==> config.mk <==
export PLATFORM = sky130hd
export DESIGN_NAME = axis_rr_pkt_arbiter
export DESIGN_NICKNAME = d
export VERILOG_FILES = /design/src/rtl/axis_arb_pkg.sv /design/src/rtl/axis_reg_slice.sv /design/src/rtl/axis_rr_pkt_arbiter.sv
export SDC_FILE = /design/constraint.sdc
export NUM_CORES = 1
export LEC_CHECK = 0
export CAP_MARGIN = 0
export CORE_MARGIN = 4
export CORE_UTILIZATION = 44
export CTS_CLUSTER_DIAMETER = 100
export DETAILED_ROUTE_END_ITERATION = 10
export PLACE_DENSITY_LB_ADDON = 0.15
export SLEW_MARGIN = 20
export SYNTH_ARGS = -nofsm -noshare
export SYNTH_HDL_FRONTEND = slang
export SYNTH_SLANG_ARGS = --single-unit
export TNS_END_PERCENT = 100
==> constraint.sdc <==
create_clock -name aclk -period 2.1 [get_ports aclk]
set_input_delay 0.315 -clock aclk [delete_from_list [all_inputs] [get_ports aclk]]
set_output_delay 0.315 -clock aclk [all_outputs]
set_load 0.1 [all_outputs]
==> src/rtl/axis_arb_pkg.sv <==
// Shared types and helpers for the packet-granular AXI-Stream round-robin arbiter.
package axis_arb_pkg;

  typedef enum logic {
    ST_ARB  = 1'b0,
    ST_LOCK = 1'b1
  } arb_state_e;

  function automatic int clog2(input int value);
    int res;
    res = 32'sd0;
    for (int v = value - 32'sd1; v > 32'sd0; v = v >>> 32'sd1) begin
      res = res + 32'sd1;
    end
    return res;
  endfunction

endpackage

==> src/rtl/axis_reg_slice.sv <==
// One-entry registered AXI-Stream slice: full throughput, outputs held while stalled.
module axis_reg_slice #(
  parameter int PAYLOAD_W = 11
) (
  input  logic                 clk,
  input  logic                 areset,
  input  logic                 in_valid,
  input  logic [PAYLOAD_W-1:0] in_payload,
  output logic                 in_ready,
  output logic                 out_valid,
  output logic [PAYLOAD_W-1:0] out_payload,
  input  logic                 out_ready
);

  logic                 valid_r;
  logic [PAYLOAD_W-1:0] payload_r;
  logic                 load_s;

  // The entry can take a new beat when empty or when it drains in the same cycle.
  assign in_ready    = !valid_r || out_ready;
  assign load_s      = in_valid && in_ready;
  assign out_valid   = valid_r;
  assign out_payload = payload_r;

  // Slice storage: load wins over drain so back-to-back beats keep valid high.
  always_ff @(posedge clk or posedge areset) begin
    if (areset) begin
      valid_r   <= 1'b0;
      payload_r <= '0;
    end else if (load_s) begin
      valid_r   <= 1'b1;
      payload_r <= in_payload;
    end else if (out_ready) begin
      valid_r   <= 1'b0;
    end else begin
      valid_r   <= valid_r;
    end
  end

endmodule

==> src/rtl/axis_rr_pkt_arbiter.sv <==
// Round-robin AXI-Stream arbiter that holds each grant for a whole packet
// and forwards beats through a registered output slice.
module axis_rr_pkt_arbiter
  import axis_arb_pkg::*;
#(
  parameter int NUM_SRC = 4,
  parameter int DATA_W  = 8,
  parameter int ID_W    = 2
) (
  input  logic                      aclk,
  input  logic                      areset,
  input  logic [NUM_SRC*DATA_W-1:0] s_axis_tdata,
  input  logic [NUM_SRC-1:0]        s_axis_tvalid,
  input  logic [NUM_SRC-1:0]        s_axis_tlast,
  output logic [NUM_SRC-1:0]        s_axis_tready,
  output logic [DATA_W-1:0]         m_axis_tdata,
  output logic                      m_axis_tvalid,
  output logic                      m_axis_tlast,
  output logic [ID_W-1:0]           m_axis_tid,
  input  logic                      m_axis_tready,
  output logic [15:0]               pkt_done_cnt
);

  localparam int PAYLOAD_W = DATA_W + 1 + ID_W;

  generate
    if (ID_W != clog2(NUM_SRC)) begin : g_id_w_check
      $error("axis_rr_pkt_arbiter: ID_W must equal clog2(NUM_SRC)");
    end
  endgenerate

  function automatic logic [ID_W-1:0] rr_index(input logic [ID_W-1:0] base, input int offset);
    return ID_W'((int'(base) + offset) % NUM_SRC);
  endfunction

  logic [1:0]           rst_sync_r;
  logic                 rst_s;
  arb_state_e           state_r, state_s;
  logic [ID_W-1:0]      grant_r, grant_s;
  logic [ID_W-1:0]      rr_ptr_r, rr_ptr_s;
  logic [15:0]          cnt_r, cnt_s;
  logic [ID_W-1:0]      winner_s;
  logic [DATA_W-1:0]    sel_data_s;
  logic                 sel_valid_s;
  logic                 sel_last_s;
  logic                 load_s;
  logic                 slice_ready_s;
  logic                 accept_s;
  logic                 slice_valid_s;
  logic [PAYLOAD_W-1:0] slice_payload_s;

  // Reset asserts immediately but releases two clocks after areset falls.
  always_ff @(posedge aclk or posedge areset) begin
    if (areset) begin
      rst_sync_r <= 2'b11;
    end else begin
      rst_sync_r <= {rst_sync_r[0], 1'b0};
    end
  end
  assign rst_s = rst_sync_r[1];

  // Round-robin search: walking down from the far end lets the nearest requester win.
  always_comb begin
    winner_s = rr_ptr_r;
    for (int k = NUM_SRC - 1; k >= 0; k--) begin
      winner_s = s_axis_tvalid[rr_index(rr_ptr_r, k)] ? rr_index(rr_ptr_r, k) : winner_s;
    end
  end

  // Granted-source mux and per-source ready.
  always_comb begin
    sel_data_s    = '0;
    s_axis_tready = '0;
    for (int i = 0; i < NUM_SRC; i++) begin
      sel_data_s       = (grant_r == ID_W'(i)) ? s_axis_tdata[i*DATA_W +: DATA_W] : sel_data_s;
      s_axis_tready[i] = (state_r == ST_LOCK) && (grant_r == ID_W'(i)) && slice_ready_s;
    end
  end

  assign sel_valid_s = s_axis_tvalid[grant_r];
  assign sel_last_s  = s_axis_tlast[grant_r];
  assign load_s      = (state_r == ST_LOCK) && sel_valid_s;
  assign accept_s    = load_s && slice_ready_s;

  // Next-state, grant, pointer and packet counter.
  always_comb begin
    state_s  = state_r;
    grant_s  = grant_r;
    rr_ptr_s = rr_ptr_r;
    cnt_s    = cnt_r;
    case (state_r)
      ST_ARB: begin
        if (|s_axis_tvalid) begin
          grant_s = winner_s;
          state_s = ST_LOCK;
        end else begin
          state_s = ST_ARB;
        end
      end
      ST_LOCK: begin
        if (accept_s && sel_last_s) begin
          state_s  = ST_ARB;
          rr_ptr_s = (grant_r == ID_W'(NUM_SRC - 1)) ? '0 : grant_r + ID_W'(1);
          cnt_s    = cnt_r + 16'd1;
        end else begin
          state_s = ST_LOCK;
        end
      end
      default: begin
        state_s = ST_ARB;
      end
    endcase
  end

  // Arbitration state registers.
  always_ff @(posedge aclk or posedge rst_s) begin
    if (rst_s) begin
      state_r  <= ST_ARB;
      grant_r  <= '0;
      rr_ptr_r <= '0;
      cnt_r    <= 16'd0;
    end else begin
      state_r  <= state_s;
      grant_r  <= grant_s;
      rr_ptr_r <= rr_ptr_s;
      cnt_r    <= cnt_s;
    end
  end

  axis_reg_slice #(
    .PAYLOAD_W(PAYLOAD_W)
  ) u_out_slice (
    .clk        (aclk),
    .areset     (rst_s),
    .in_valid   (load_s),
    .in_payload ({sel_last_s, grant_r, sel_data_s}),
    .in_ready   (slice_ready_s),
    .out_valid  (slice_valid_s),
    .out_payload(slice_payload_s),
    .out_ready  (m_axis_tready)
  );

  assign m_axis_tvalid = slice_valid_s;
  assign m_axis_tlast  = slice_payload_s[PAYLOAD_W-1];
  assign m_axis_tid    = slice_payload_s[DATA_W +: ID_W];
  assign m_axis_tdata  = slice_payload_s[DATA_W-1:0];
  assign pkt_done_cnt  = cnt_r;

endmodule

* Word level (Yosys, flattened, before mapping)
Index checks and enable logic that the tools add are counted.
** Cells by class
- Magnitude comparators :: 5
- Bitwise logic cells :: 1
- Equal/unequal tests :: 3
- Muxes and demuxes :: 26
- Add/sub/neg operators :: 5
- Reduce and logical (&&, ||, !) cells :: 18
** Operator list (number)
- 8-bit 2-to-1 mux :: 4
- 16-bit by 1-bit adder with 16-bit output, second input constant :: 1
- 2-bit by 3-bit less-than comparator with 1-bit output, second input constant :: 5
- 1-bit binary-select mux with 2-bit select :: 6
- 1-bit logical AND :: 11
- 1-bit 2-to-1 mux :: 10
- 2-bit 2-to-1 mux :: 5
- 2-bit by 1-bit adder with 2-bit output, second input constant :: 2
- 2-bit adder, second input constant :: 2
- 2-bit equality test, second input constant :: 2
- 2-bit AND reduction :: 2
- 4-bit OR reduction :: 1
- 2-bit by 1-bit equality test with 1-bit output, second input constant :: 1
- 2-bit logical NOT :: 1
- 1-bit one-hot mux with 2 select lines :: 1
- 2-bit nonzero test :: 1
- 1-bit logical NOT :: 1
- 1-bit logical OR :: 1
- 1-bit inverter :: 1
** Word-level totals
- Input bits :: 43
- Output and inout bits :: 32
- Register bits after elaboration :: 35

* Logic depth before layout (Yosys ltp)
Gate-level depths: netlist (run 1).
- Depth in word-level cells :: 7
- Gate-level depth with buffers :: 7
- Depth with buffers taken out :: 6

* Hierarchy
From an unflattened synthesis (run 1), not the netlist that was laid out.
** Second synthesis, totals
- Cell total of the unflattened synthesis :: 192
- Area, all modules :: 1961.9 µm²
** By module, submodules not included
- axis_rr_pkt_arbiter :: area each 1443.9 µm², cells an instance 164, instances 1
- axis_reg_slice :: area each 518.0 µm², cells an instance 28, instances 1

* Worst setup path after synthesis (run 1)
Ideal clock, no wire load.
- Path kind :: flip-flop to output port
- Start :: register u_out_slice.valid_r, in the netlist u_out_slice.out_valid
- End :: output s_axis_tready[0]
- Data required time :: 1.785 ns
- Path buffers :: 1
- Cell stages (with the launch flop) :: 4
- Slack :: -0.260 ns
- Data arrival time :: 2.045 ns
- Cells stage by stage :: dfrtp_1 nand2b_1 clkbuf_1 and3_1
** Between the ends
- Cells in the longest elaborated chain, start to end :: 3
** RTL lines
- start: declaration :: line axis_reg_slice.sv:15 : logic valid_r;
- start signal: assignment :: line axis_reg_slice.sv:36 : valid_r <= valid_r;
- 1-bit logical NOT :: line axis_reg_slice.sv:20 : assign in_ready = !valid_r || out_ready;
- 1-bit logical OR :: line axis_reg_slice.sv:20
- 1-bit logical AND :: line axis_rr_pkt_arbiter.sv:76 : s_axis_tready[i] = (state_r == ST_LOCK) && (grant_r == ID_W'(i)) && slice_ready_s;
- end: declaration :: line axis_rr_pkt_arbiter.sv:15 : output logic [NUM_SRC-1:0] s_axis_tready,
No other way between the ends.

* Worst setup path in the final report (run 1)
- Start :: register grant_r[0]
- End :: output s_axis_tready[2]
** Between the ends
- Cells in the longest elaborated chain, start to end :: 3
** RTL lines
- start: declaration :: line axis_rr_pkt_arbiter.sv:39 : logic [ID_W-1:0] grant_r, grant_s;
- start signal: assignment :: line axis_rr_pkt_arbiter.sv:124 : grant_r <= grant_s;
- 2-bit equality test :: line axis_rr_pkt_arbiter.sv:76
- 1-bit logical AND (2 in a row) :: line axis_rr_pkt_arbiter.sv:76
No other way between the ends.

==> metrics.md, run 1 <==
| Metric | Value |
|---|---|
| Outcome | finished clean |
| Clk buf depth | 2 |
| Post-Synthesis Net Count | 244 |
| Initial antenna violation count | 0 |
| FP Rows | 23 |
| R2R depth | 6 |
| Leakage | 1.39 nW |
| Area grow syn2layout | 48.0% |
| Worst Path Arrival | 1680 ps |
| Setup slack at placement | 118 ps |
| Setup-failing EPs final | 0 |
| Die Ht | 74.2 um |
| Crit Path Class | flop to primary output |
| Setup Fix Bufs, Post-CTS | 0 |
| Multi-input gate area | 943 um2 |
| Layout cells sized above 1 | 25.5% |
| Crit path cell chain | inv_1, ha_2, and3_2, buf_12 |
| Max stage delay cell, worst path | dfrtp_1 |
| Die width | 74.2 um |
| Initial Util | 46.8% |
| GRT Util Overall | 18.0% |
| Max incr delay on CP | 470 ps |
| Vias in the first global route | 1746 |
| Sequential share of the synthesized area | 45.6% |
| Syn Area/Cell | 9.82 um2 |
| WL met3 | 377 um |
| Pre-antenna DRT Iters | 4 |
| Total power | 4.44 mW |
| Final Worst Setup Slack | 104 ps |
| Clock slew at reported path FFs | 60 ps |
| Worst-Skew Late Latency | 290 ps |
| Top delay family on crit path | flip-flops |
| Top sig layer | met4 |
| Final clock skew | 4.82 ps |
| F_max | 501 MHz |
| Grt ovf | 0 |
| Ant. Diodes | 0 |
| Startpoint types | flop |
| FF+latch count, synth | 35 |
| Library cells used by synthesis | 38 |
| P per Cell Area | 1560 nW/um2 |
| Core area | 4120 um2 |
| Dpl hpwl | 3.61 mm |
| Residual DRC | 0 |
| Clk root buf | clkbuf_8 |
| Pin count of the biggest net entering global routing | 30 |
| Hold Slack | 142 ps |
| I/O Pins | 75 |
| RSZ-0062 raised after global routing | yes |
| Worst Path Required | 1780 ps |
| CTS buffer count | 5 |
| H-tree depth | 2 |
| Highest net fanout along the worst path | 13 |
| Post-layout net count | 329 |
| Max Slew Vio Count | 0 |
| Worst Setup End Kind | primary output |
| Worst Hold Class | flop to async pin |
| # fillers | 329 |
| Die area | 5500 um2 |
| DR WL/cell | 14.0 um |
| Via density | 5.21 |
| Mapped Cells | 196 |
| Worst IR Drop VDD | 1.14 mV |
| Fin crit period | 2000 ps |
| Met2 routed WL | 2.35 mm |
| Max-cap viol count | 0 |
| YS warnings | 0 |
| Routability Congestion | 0.810 |
| Crit path depth | 4 |
| FF-to-FF setup slack | 220 ps |
| Sequential Area | 878 um2 |
| Initial DRC Count | 38 |
| Count of buffers from port buffering | 74 |
| Synthesized cell area | 1930 um2 |
| Final Hold Fails | 0 |
| Tcrit/Tclk final | 95.1% |
| # clock sinks | 35 |
| Worst path buffer plus inverter count | 2 |
| Met1 WL | 1.85 mm |
| Post-route ant nets | 0 |
| Total wire length | 4.66 mm |
| Vias | 1731 |
| TritonCTS clock tree | built |
| First-pass GRT wire length | 7.61 mm |
==> routing by layer <==
layer | GRT usage, % | up-vias
met5 | 0 | -
met4 | 7.24 | 0
met3 | 6.35 | 7
met2 | 32.0 | 66
met1 | 19.5 | 802
li1 | - | 856
==> stage by stage <==
stage,utilization (%),cells,area (um2),setup TNS [ps]
finish,69.2,332,2850,0
global route,69.2,332,2850,-2.85
CTS,69.2,332,2850,0
detailed placement,67.2,324,2770,0
global placement,67.2,324,2770,0
floorplan,-,196,1930,0
==> cell usage in the layout, fill, tap and decap left out, types with 4 or more instances in the layout <==
cell type        netlist  routed
clkdlybuf4s50_1        0      42
a21oi_1               10      10
buf_4                  0      43
a22oi_1                8       8
nand4_1                4       4
clkbuf_8               0       5
nand3_1                5       5
o21ai_0               13      13
buf_12                 0       4
ha_1                   5       4
nand2_1               22      22
xor2_1                14      14
nor2_1                 9       9
nor3_2                 6       6
and3_2                 0       4
dfrtp_1               33      33
inv_1                 16      16
a221o_1                7       7
==> state kept, by name (all words and copies together) (netlist names) <==
name,flops
u_out_slice.out_payload,11
rr_ptr_r,2
grant_r,2
pkt_done_cnt,16
state_r,1
u_out_slice.out_valid,1
rst_sync_r,2
==> path summary, 6_finish.rpt <==
check                                        start                                      to
setup reg to reg            grant_r[1]$_DFFE_PP0P_  u_out_slice.out_payload[3]$_DFFE_PP0P_
setup / recovery            grant_r[0]$_DFFE_PP0P_                        s_axis_tready[2]
hold reg to reg            rst_sync_r[1]$_DFF_PP1_  u_out_slice.out_payload[3]$_DFFE_PP0P_
hold / removal             rst_sync_r[1]$_DFF_PP1_  u_out_slice.out_payload[3]$_DFFE_PP0P_
max in group asynchronous  rst_sync_r[1]$_DFF_PP1_                 rr_ptr_r[0]$_DFFE_PP0P_
min in group aclk          rst_sync_r[0]$_DFF_PP1_                 rst_sync_r[1]$_DFF_PP1_
==> synthesized netlist by cell type <==
| master | instances | area share (%) |
|---|---|---|
| conb_1 | 1 | 0.19 |
| buf_1 | 1 | 0.19 |
| nand3_2 | 1 | 0.52 |
| dfstp_2 | 2 | 2.7 |
| dfrtp_1 | 33 | 43 |
| nor2_1 | 9 | 1.8 |
| nand3_1 | 5 | 1.3 |
| o22ai_1 | 1 | 0.33 |
| a211o_1 | 1 | 0.45 |
| o31ai_1 | 1 | 0.39 |
| a21o_1 | 1 | 0.39 |
| a221o_1 | 7 | 3.6 |
| inv_1 | 16 | 3.1 |
| and3b_1 | 1 | 0.45 |
| and3_1 | 6 | 1.9 |
| buf_2 | 2 | 0.52 |
| a21oi_1 | 10 | 2.6 |
| o21ai_0 | 13 | 3.4 |
| mux2_2 | 2 | 1.2 |
| nand2_1 | 22 | 4.3 |
| nand2b_1 | 2 | 0.65 |
| nor3_2 | 6 | 3.1 |
| nor3_1 | 1 | 0.26 |
| o32ai_1 | 1 | 0.45 |
| ha_1 | 5 | 3.2 |
| mux2i_1 | 2 | 1.0 |
| xnor2_1 | 1 | 0.45 |
| and4_1 | 1 | 0.45 |
| mux4_2 | 2 | 2.3 |
| nand4_4 | 1 | 1.1 |
| nor2b_1 | 1 | 0.33 |
| clkbuf_1 | 7 | 1.4 |
| buf_6 | 1 | 0.58 |
| a22oi_1 | 8 | 3.1 |
| a31oi_1 | 2 | 0.65 |
| nand4_1 | 4 | 1.3 |
| xor2_1 | 14 | 6.4 |
| a221oi_1 | 2 | 0.91 |
==> power breakdown <==
| group | internal, mW | leakage, nW | switching, mW |
|---|---|---|---|
| clock | 0.232 | 0.0422 | 0.226 |
| combinational | 0.885 | 0.903 | 2.01 |
| sequential | 0.880 | 0.448 | 0.209 |
| total | 2.00 | 1.39 | 2.44 |
==> timing repair <==
item,CTS,global route
hold buffers,0,0
resized for setup,1,0
hold endpoints to repair,0,0
setup endpoints to repair,1,1
cloned,0,0
==> kinds of logic (layout without fill, tap and decap cells) <==
kind of cell,after synthesis,in the layout,share of synthesized area [%]
compound gates,47,47,16.3
xor+xnor,15,15,6.82
mux,6,6,4.55
buf+inv,27,113,5.78
fa+ha+maj,5,5,3.25
simple gates,60,60,17.5
other cells,1,1,0.195
flops,35,35,45.6
==> final cells by class <==
| class | instances | area share, % |
|---|---|---|
| multi-input combinational | 134 | 33.1 |
| sequential | 35 | 30.8 |
| timing repair buffer | 89 | 28.9 |
| clock buffer | 7 | 2.68 |
| tap | 50 | 2.20 |
| inverter | 16 | 2.11 |
| clock inverter | 1 | 0.176 |
Power figures use the tool's default switching activity.
==> inputs of run 2 (changes only) <==
- CORE_UTILIZATION: 44 -> 30
- clock period: 2.1 -> 2 ns (I/O delays scaled with it)
==> run 2 against run 1 <==
Against the previous run: total power up 11%; via count shrank 0.69%; combinational power rose by 7.3%; non-clock buffer count did not move; worst hold slack better by 4.6 ps; clock skew about the same; critical path depth up 1; sequential share of layout area shrank 0.86 points; register-to-register slack is essentially flat; largest power group unchanged; highest routed layer unchanged.
==> metrics.md, run 2 (synthesized netlist as in run 1, its figures left out) <==
| Metric | Value |
|---|---|
| Outcome | finished clean |
| Vias in the first global route | 1771 (+1.4%) |
| Max-cap viol count | 0 (unchanged) |
| Worst-Skew Late Latency | 290 ps (about the same) |
| I/O Pins | 75 (unchanged) |
| DR WL/cell | 13.5 um (-3.6%) |
| Clk root buf | clkbuf_8 |
| Vias | 1719 (-0.69%) |
| Ant. Diodes | 0 (unchanged) |
| Worst Path Required | 1700 ps (-80 ps) |
| Routability Congestion | 0.760 (-6.1%) |
| GRT Util Overall | 13.4% (-4.6 points) |
| Post-layout net count | 329 (unchanged) |
| Initial antenna violation count | 0 (unchanged) |
| TritonCTS clock tree | built |
| Crit path cell chain | inv_2, ha_1, buf_6, and3_2, buf_12 |
| Tcrit/Tclk final | 94.3% |
| Initial DRC Count | 39 (+2.6%) |
| Most common cell after layout, fill and taps aside | clkdlybuf4s50_1 |
| Count of buffers from port buffering | 74 (unchanged) |
| Most frequent cells in the layout | clkdlybuf4s50_1 (42), buf_4 (40), dfrtp_1 (28), nand2_1 (22), inv_1 (15) |
| Total wire length | 4.82 mm (+3.6%) |
| Pin count of the biggest net entering global routing | 30 (unchanged) |
| Grt ovf | 0 (unchanged) |
| Leakage | 1.42 nW (+1.9%) |
| H-tree depth | 2 (unchanged) |
| Area grow syn2layout | 53.3% |
| RSZ-0062 raised after global routing | no |
| Final Hold Fails | 0 (unchanged) |
| # clock sinks | 35 (unchanged) |
| # fillers | 592 (+80%) |
| Die area | 7760 um2 (+41%) |
| Layout cells sized above 1 | 28.4% (+2.8 points) |
| FP Rows | 28 (+22%) |
| Setup-failing EPs final | 0 (unchanged) |
| Pre-antenna DRT Iters | 4 (unchanged) |
| Max incr delay on CP | 470 ps (about the same) |
| Clk buf depth | 2 (unchanged) |
| Hold-fix buffers, CTS | 0 (unchanged) |
| Die Ht | 88.1 um (+19%) |
| Final clock skew | 5.23 ps (+0.409 ps) |
| Worst Path Arrival | 1590 ps (-90 ps) |
| Crit Path Class | flop to primary output |
| Final Worst Setup Slack | 114 ps (+10.3 ps) |
| Clock slew at reported path FFs | 70 ps (about the same) |
| Worst IR Drop VDD | 1.11 mV (-2.6%) |
| F_max | 530 MHz |
| Max Slew Vio Count | 0 (unchanged) |
| First-pass GRT wire length | 8.21 mm (+7.9%) |
| Startpoint types | flop |
| Max stage delay cell, worst path | dfrtp_2 |
| Post-route ant nets | 0 (unchanged) |
| Total power | 4.92 mW (+11%) |
| CTS buffer count | 5 (unchanged) |
| Residual DRC | 0 (unchanged) |
| Setup slack at placement | 77.8 ps (-40.3 ps) |
| Setup Fix Bufs, Post-CTS | 0 (unchanged) |
| Dpl hpwl | 3.82 mm (+5.7%) |
| Die width | 88.1 um (+19%) |
| P per Cell Area | 1670 nW/um2 (+6.8%) |
| Core area | 6060 um2 (+47%) |
| Fin crit period | 1890 ps |
| Initial Util | 31.8% (-15 points) |
| Worst Hold Class | flop to async pin |
| Worst Setup End Kind | primary output |
| Via density | 4.82 (-7.6%) |
| Max reg flops | 16 (unchanged) |
| FF-to-FF setup slack | 220 ps (about the same) |
| Highest net fanout along the worst path | 17 (+4) |
run 2: stage by stage:
| step | setup TNS, ps | hold slack, ps | std cells | util (%) | cell area [um2] |
|---|---|---|---|---|---|
| final | 0 | 147 | 357 | 48.7 | 2950 |
| after CTS | 0 | 156 | 357 | 48.6 | 2940 |
| after floorplan | -258 | 212 | 196 | - | 1930 |
| after global placement | 0 | 145 | 349 | 46.6 | 2830 |
| after global routing | 0 | 170 | 357 | 48.7 | 2950 |
| after detailed placement | 0 | 151 | 349 | 46.6 | 2830 |
run 2: worst max-delay path: cells and delay by family, from the launching register on:
family | cells | cell delay (ps)
DFF | 1 | 470
adders and majority gates | 1 | 160
buffers and inverters | 3 | 440
and+or+nand+nor | 1 | 220
run 2: final cells by class:
class,instances,area (um2),area share (%)
clock buffer,6,82.6,2.80
clock inverter,2,35.0,1.19
inverter,16,60.1,2.03
multi-input combinational,134,943,32.0
sequential,35,885,30.0
tap,75,93.8,3.18
timing repair buffer,89,852,28.9
run 2: power by group:
group	internal, mW	leakage (nW)	switching, mW	total (mW)
combinational	0.981	0.917	2.12	3.10
sequential	0.931	0.441	0.228	1.16
clock	0.403	0.0612	0.255	0.658
run 2: final timing paths:
check,startpoint,to,cells past startpoint
max reg2reg,grant_r[1]$_DFFE_PP0P_,u_out_slice.out_payload[6]$_DFFE_PP0P_,7
min reg2reg,rst_sync_r[1]$_DFF_PP1_,u_out_slice.out_valid$_DFFE_PP0P_,1
max,grant_r[0]$_DFFE_PP0P_,s_axis_tready[2],5
min in group aclk,rst_sync_r[0]$_DFF_PP1_,rst_sync_r[1]$_DFF_PP1_,0
min,rst_sync_r[1]$_DFF_PP1_,u_out_slice.out_valid$_DFFE_PP0P_,1
max in group asynchronous,rst_sync_r[1]$_DFF_PP1_,pkt_done_cnt[5]$_DFFE_PP0P_,2
run 2: timing repair:
item                                    in CTS  in global routing
endpoints found under the hold margin        0                  0
cloned                                       0                  0
endpoints found under the setup margin       1                 10
gates resized for setup                      1                  4
run 2: routing by layer:
metal | vias up | track usage, % | wire length [um]
met5 | - | 0 | 0
met4 | 0 | 4.12 | 46
met2 | 67 | 19.9 | 2020
met3 | 6 | 6.30 | 579
met1 | 787 | 17.4 | 2180
li1 | 859 | - | -
